$ cat config.mk
export PLATFORM = sky130hd
export DESIGN_NAME = serial_add_ctrl
export DESIGN_NICKNAME = d
export VERILOG_FILES = /design/src/rtl/serial_add_pkg.sv /design/src/rtl/serial_add_ctrl_fa_cell.sv /design/src/rtl/serial_add_ctrl.sv
export SDC_FILE = /design/constraint.sdc
export NUM_CORES = 1
export LEC_CHECK = 0
export CORE_MARGIN = 2
export CORE_UTILIZATION = 60
export CTS_CLUSTER_SIZE = 24
export DETAILED_ROUTE_END_ITERATION = 6
export DONT_BUFFER_PORTS = 1
export PLACE_DENSITY = 0.88
export SLEW_MARGIN = 20
export SYNTH_ARGS = -nofsm -noshare
export SYNTH_HDL_FRONTEND = slang
export SYNTH_SLANG_ARGS = --single-unit
$ cat constraint.sdc
create_clock -name clk -period 2.69 [get_ports clk]
set_clock_uncertainty 0.2 [all_clocks]
set_input_delay 0.538 -clock clk [delete_from_list [all_inputs] [get_ports clk]]
set_output_delay 0.538 -clock clk [all_outputs]
set_load 0.05 [all_outputs]
$ cat src/rtl/serial_add_pkg.sv
// Shared types and limits for the bit-serial adder controller.
package serial_add_pkg;
  typedef enum logic [1:0] {IDLE, RUN, DONE} sa_state_t;
  localparam int MAX_WIDTH = 64;
endpackage

$ cat src/rtl/serial_add_ctrl_fa_cell.sv
// One-bit full adder built from two half adders; the only arithmetic in the block.
module serial_half_adder (
  input  logic a_i,
  input  logic b_i,
  output logic sum_o,
  output logic carry_o
);
  assign sum_o   = a_i ^ b_i;
  assign carry_o = a_i & b_i;
endmodule

module serial_fa_cell (
  input  logic a_i,
  input  logic b_i,
  input  logic cin_i,
  output logic sum_o,
  output logic cout_o
);
  logic s0, c0, c1;

  serial_half_adder u_ha0 (.a_i(a_i), .b_i(b_i),   .sum_o(s0),    .carry_o(c0));
  serial_half_adder u_ha1 (.a_i(s0),  .b_i(cin_i), .sum_o(sum_o), .carry_o(c1));

  assign cout_o = c0 | c1;
endmodule

$ cat src/rtl/serial_add_ctrl.sv
// Bit-serial adder sequencer: time-shares one full-adder cell over WIDTH cycles,
// LSB first, with a start/busy/done handshake and a held result.
module serial_add_ctrl
  import serial_add_pkg::*;
#(
  parameter int WIDTH = 8
) (
  input  logic             clk,
  input  logic             reset,
  input  logic             start_i,
  input  logic [WIDTH-1:0] a_i,
  input  logic [WIDTH-1:0] b_i,
  output logic             busy_o,
  output logic             done_o,
  output logic [WIDTH-1:0] sum_o,
  output logic             carry_o
);
  localparam int              CW   = $clog2(WIDTH);
  localparam logic [CW-1:0]   LAST = CW'(WIDTH - 1);

  sa_state_t        state_q, state_d;
  logic [CW-1:0]    cnt_q, cnt_d;
  logic             carry_q, carry_d;
  logic [WIDTH-1:0] a_sh_q, a_sh_d;
  logic [WIDTH-1:0] b_sh_q, b_sh_d;
  logic [WIDTH-1:0] res_sh_q, res_sh_d;
  logic [WIDTH-1:0] sum_q, sum_d;
  logic             cout_q, cout_d;
  logic             cell_sum, cell_cout;

  serial_fa_cell u_cell (
    .a_i   (a_sh_q[0]),
    .b_i   (b_sh_q[0]),
    .cin_i (carry_q),
    .sum_o (cell_sum),
    .cout_o(cell_cout)
  );

  always_comb begin
    state_d  = state_q;
    cnt_d    = cnt_q;
    carry_d  = carry_q;
    a_sh_d   = a_sh_q;
    b_sh_d   = b_sh_q;
    res_sh_d = res_sh_q;
    sum_d    = sum_q;
    cout_d   = cout_q;
    case (state_q)
      IDLE: begin
        if (start_i) begin
          state_d = RUN;
          a_sh_d  = a_i;
          b_sh_d  = b_i;
          cnt_d   = '0;
          carry_d = 1'b0;
        end
      end
      RUN: begin
        a_sh_d   = a_sh_q >> 1;
        b_sh_d   = b_sh_q >> 1;
        res_sh_d = {cell_sum, res_sh_q[WIDTH-1:1]};
        carry_d  = cell_cout;
        // Last bit: publish the fully assembled word on the same edge.
        if (cnt_q == LAST) begin
          state_d = DONE;
          sum_d   = res_sh_d;
          cout_d  = cell_cout;
        end else begin
          cnt_d = cnt_q + CW'(1);
        end
      end
      DONE:    state_d = IDLE;
      default: state_d = IDLE;
    endcase
  end

  always_ff @(posedge clk or posedge reset) begin
    if (reset) begin
      state_q  <= IDLE;
      cnt_q    <= '0;
      carry_q  <= 1'b0;
      a_sh_q   <= '0;
      b_sh_q   <= '0;
      res_sh_q <= '0;
      sum_q    <= '0;
      cout_q   <= 1'b0;
    end else begin
      state_q  <= state_d;
      cnt_q    <= cnt_d;
      carry_q  <= carry_d;
      a_sh_q   <= a_sh_d;
      b_sh_q   <= b_sh_d;
      res_sh_q <= res_sh_d;
      sum_q    <= sum_d;
      cout_q   <= cout_d;
    end
  end

  assign busy_o  = (state_q != IDLE);
  assign done_o  = (state_q == DONE);
  assign sum_o   = sum_q;
  assign carry_o = cout_q;
endmodule

# After elaboration in Yosys (flattened, before gate mapping)
# Index checks and enable logic that the tools add are counted.
[op_classes]
add_sub_neg = 1
n_eq_ne = 6
n_mux = 12
bitwise_logic = 5
reduce_logical = 7
[op_table]
columns = ["operator", "n"]
rows = [
  ["$pmux 8 s2", 2],
  ["$mux 8", 2],
  ["$mux 3", 2],
  ["$ne 2x2->1 const B", 3],
  ["$pmux 3 s2", 1],
  ["$reduce_and 2->1", 3],
  ["$mux 2", 2],
  ["$pmux 2 s2", 1],
  ["$reduce_bool 2->1", 2],
  ["$add 3x1->3 const B", 1],
  ["$eq 3x3->1 const B", 1],
  ["$reduce_and 3->1", 1],
  ["$and 1x1->1", 2],
  ["$eq 2x1->1 const B", 1],
  ["$eq 2x2->1 const B", 1],
  ["$logic_not 2->1", 1],
  ["$pmux 1 s2", 1],
  ["$xor 1x1->1", 2],
  ["$mux 1", 1],
  ["$or 1x1->1", 1],
]
[word_totals]
ff_bits = 39
inputBits = 19
out_inout_bits = 11
word_cells = 39

# Longest topological paths before layout
[depth]
word_depth = 4
ltp_mapped = 6
ltp_nobuf = 5

# Modules after synthesis
# Synthesis repeated with hierarchy kept, for this count alone.
[hier_totals]
hier_cells = 167
area_unflattened_um2 = 1725.4
[by_module_without_submodules]
columns = ["mod", "n_inst", "cells_per_inst", "area_per_inst_um2", "seq_area_each_um2"]
rows = [
  ["serial_add_ctrl", 1, 164, 1694.1, 950.9],
  ["serial_half_adder", 2, 1, 12.5, 0.0],
  ["serial_fa_cell", 1, 1, 6.3, 0.0],
]

# Worst setup path after synthesis
# Ideal clock, no wire load.
[synth_path]
path_kind = "register to output"
start = "register state_q[0]"
end = "output port done_o"
arrival_time_ps = 1310
t_required_ps = 1952
slack_ps = 642
stages_incl_launch_ff = 4
n_path_buf = 2
cell_sequence = "dfrtp_1 -> buf_4 -> buf_2 -> nor2_1"
[synth_via]
elab_chain_cells = 1
[synth_lines]
columns = ["item", "line", "rtl"]
rows = [
  ["start, declared", "serial_add_ctrl.sv:21", "sa_state_t state_q, state_d;"],
  ["start signal, assigned", "serial_add_ctrl.sv:88", "state_q <= state_d;"],
  ["$eq 2x2->1", "serial_add_ctrl.sv:100", "assign done_o = (state_q == DONE);"],
  ["end, declared", "serial_add_ctrl.sv:14", "output logic done_o,"],
]
# No other way between the ends.

# Final worst setup path
[layout_path]
start = "register state_q[1]"
end = "output port busy_o"
[layout_via]
elab_chain_cells = 1
[layout_lines]
columns = ["item", "line", "rtl"]
rows = [
  ["$reduce_bool 2->1", "serial_add_ctrl.sv:99", "assign busy_o = (state_q != IDLE);"],
  ["end, declared", "serial_add_ctrl.sv:13", "output logic busy_o,"],
]
# No other way between the ends.

==> out/summary.log <==
INFO  run_status     result_of_the_run=finished clean
INFO  cts            clk-insertion-delay-late=0.34ns
INFO  die            core_area=2760um^2
INFO  synthesis      synth_fa_ha_area_frac=0.0259
INFO  global_routing via_count_of_the_first_global_routing_pass=1275
INFO  sta            worstMarginPinSlew=0.582ns
INFO  setup_path     crit_arrival=1.70ns
INFO  sta            final.hold.worst_slack=0.115ns
INFO  die            floorplan.initialDensity=0.631
INFO  setup_path     cp.depth=2
INFO  synthesis      yosysWarningCount=0
INFO  setup_path     crit_path_start=state_q[1]
INFO  setup_path     reg2regPathDepth=3
INFO  sta            slew_violations=0
INFO  die            num_io_pins=30
INFO  hold_path      min_path_cells=2
INFO  hold_path      min-delay-start=a_i[7]
INFO  drt            drt_first_iter_violations=47
INFO  synthesis      synth_fp_nets=181
INFO  cts            cts_made_buffers=5
INFO  run            max_cap_viol=0
INFO  die            full_die_area=3350um^2
INFO  placement      portBuffers=0
INFO  synthesis      synth_xor_area_frac=0
INFO  global_routing maximum_number_of_pins_on_one_net_before_global_route_repair=39
INFO  sta            totalNegativeSetupSlack=0ns
INFO  placement      placement.cell_area=1740um^2
INFO  die            floorplan.die.height=57.9um
INFO  sta            setup_repair_after_global_routing_missed_its_margin=no
INFO  power          powerDensity=1260nW/um^2
INFO  sta            min_period=2.43ns
INFO  synthesis      postSynthRegisterBits=38
INFO  drt            detail-route-antenna-nets=0
INFO  global_routing globalRoute.totalOverflow=0
INFO  sta            fmax=0.411GHz
INFO  cells_and_area flow.area_growth_from_synthesis=4.10%
INFO  synthesis      synth_top_family_by_area=compound AO/OA/AOI/OAI gates
INFO  synthesis      synth_compound_area_frac=0.175
INFO  cts            clock_path_buffers=2
INFO  setup_path     slowest_cell_on_the_critical_path=sky130_fd_sc_hd__dfrtp_1
INFO  setup_path     cpLargestDelayFamily=flip-flops
INFO  sta            setup_viol_count_final=0
INFO  synthesis      postSynthAreaPerCell=10.9um^2
INFO  cells_and_area final_net_count=181
INFO  setup_path     timing.rr.start=state_q[0]
INFO  drt            detailed_route_via_count=1204
INFO  drt            post-route-drc-count=0
INFO  sta            fin_crit_sh=0.904
INFO  setup_path     crit_path_max_incr_delay=0.59ns
INFO  synthesis      multiplexer_share_of_the_synthesized_area=0.0776
INFO  cts            cts_htree_levels=2
INFO  setup_path     worst_setup_path_end_kind=output pin
INFO  cts            clock-sinks=38
INFO  placement      place.gp.congestion=0.795
INFO  setup_path     timing.critical_path.fanout_max=14
INFO  synthesis      portion_of_the_post_synthesis_area_used_by_sequential_elements=0.546
INFO  drt            wirelength=3270um
INFO  cts            cts_tree=done
INFO  setup_path     required=1.95ns
INFO  cts            cts_repair_resize_count=0
INFO  setup_path     setup.worst_path.start_class=register
INFO  cells_and_area final_design_area_no_fill=1810um^2
INFO  synthesis      synthesis.area=1740um^2
INFO  global_routing grt_pass1_wl=5480um
INFO  setup_path     critical_path_class=register to output pin
INFO  global_routing gr-usage-all-layers=0.215
INFO  sta            final-hold-violation-count=0
INFO  placement      dp_hpwl=2250um
INFO  synthesis      simple_logic_cell_fraction_of_the_synthesized_area=0.124
INFO  drt            avgViaCountPerCell=6.30
INFO  die            rows=19
INFO  cts            clk_pin_slew_worst_paths=0.12ns
INFO  synthesis      postSynthCellCount=159
INFO  setup_path     cp_num_buf_inv=1
INFO  cells_and_area layout-drive-gt1-share=0.150
INFO  synthesis      synthDistinctLibCells=27
INFO  drt            detailedRoute.firstPassIterationCount=4
INFO  power          ir_drop=0.879mV
INFO  setup_path     critical_path.cell_chain=inv_1, nand2_1
INFO  power          power_leakage=0.000851uW
INFO  global_routing initial_antenna_violation_count=0
INFO  cells_and_area diodes=0
INFO  drt            avgRoutedWirePerCell=17.1um
INFO  hold_path      timing.hold.worst.class=input port to register
INFO  cts            clockRootBuffer=sky130_fd_sc_hd__clkbuf_4
INFO  sta            timing.slew.headroom=0.612
INFO  die            die-width=57.9um
==> layout by cell type (no fill, tap or decap), types with 4 or more instances in the layout <==
cell type	n
sky130_fd_sc_hd__a21oi_1	13
sky130_fd_sc_hd__a22oi_1	5
sky130_fd_sc_hd__clkbuf_4	5
sky130_fd_sc_hd__dfrtp_1	38
sky130_fd_sc_hd__inv_1	7
sky130_fd_sc_hd__mux2_4	9
sky130_fd_sc_hd__nand2_1	25
sky130_fd_sc_hd__nor2_1	4
sky130_fd_sc_hd__o21ai_0	7
sky130_fd_sc_hd__o22ai_1	16
==> where the power goes <==
part,internal (uW),switching [uW]
clock,126,186
sequential,821,410
combinational,345,400
==> routing by layer <==
metal  wire, um  track usage  part of all wire  up-vias
li1           -            -                 -      563
met1       1360        0.260              0.42      606
met2       1730        0.360              0.53       27
met3        120       0.0491             0.037        8
met4         59        0.106             0.018        0
met5          0            0                 0        -
==> logic make-up (layout without fill, tap and decap cells) <==
logic type,after synthesis,count (layout)
flip-flops,38,38
multiplexers,9,9
adder cells (fa/ha/maj),3,3
buffers and inverters,18,19
AO/OA/AOI/OAI,49,49
AND/OR/NAND/NOR,42,42
==> cell type report <==
type,instances,area (um^2)
Timing Repair Buffer,4,32.5
Inverter,7,26.3
Sequential cell,38,951
Clock buffer,6,51.3
Multi-Input combinational cell,103,699
Clock inverter,2,12.5
Fill cell,233,946
Tap cell,31,38.8
==> flip-flops by register name (all words and copies together), names as in the netlist <==
signal	flops
a_sh_q	8
b_sh_q	8
sum_o	8
res_sh_q	7
cnt_q	3
state_q	2
carry_o	1
carry_q	1
==> path summary, 6_finish.rpt <==
check | end | slack (ns)
setup / recovery | busy_o | 0.26
min in group asynchronous | sum_o[0] | 0.53
hold / removal | a_sh_q[7] | 0.11
hold reg to reg | res_sh_q[1] | 0.31
setup reg to reg | sum_o[5] | 0.72
max in group asynchronous | b_sh_q[0] | 1.44
==> through the flow <==
step	utilization	total power (uW)	setup WS, ns	std cells
3_5_place_dp	0.630	1990	0.688	182
4_1_cts	0.657	2300	0.283	191
2_1_floorplan	-	1840	0.642	159
5_1_grt	0.657	2440	0.157	191
3_3_place_gp	0.630	1910	0.730	182
6_report	0.657	2290	0.257	191
==> synth_stat cells, drive strengths merged <==
cell,instances,share of area
a21oi,13,0.037
a22o,1,0.0050
a22oi,5,0.022
and2b,1,0.0043
buf,10,0.035
clkbuf,1,0.0022
dfrtp,38,0.55
fa,1,0.012
ha,2,0.014
inv,7,0.015
mux2,9,0.078
nand2,26,0.065
nand2b,3,0.011
nor2,4,0.0086
nor2b,1,0.0036
nor3,1,0.0029
nor3b,3,0.013
o21ai,8,0.023
o22a,3,0.015
o22ai,16,0.058
o2bb2ai,3,0.015
or3b,3,0.015
==> what timing repair did <==
action	CTS	global route
endpoints found under the setup margin	0	0
endpoints found under the hold margin	38	0
hold buffers	1	0
setup buffers	0	0
No activity file was read; power rests on OpenSTA's default activity.
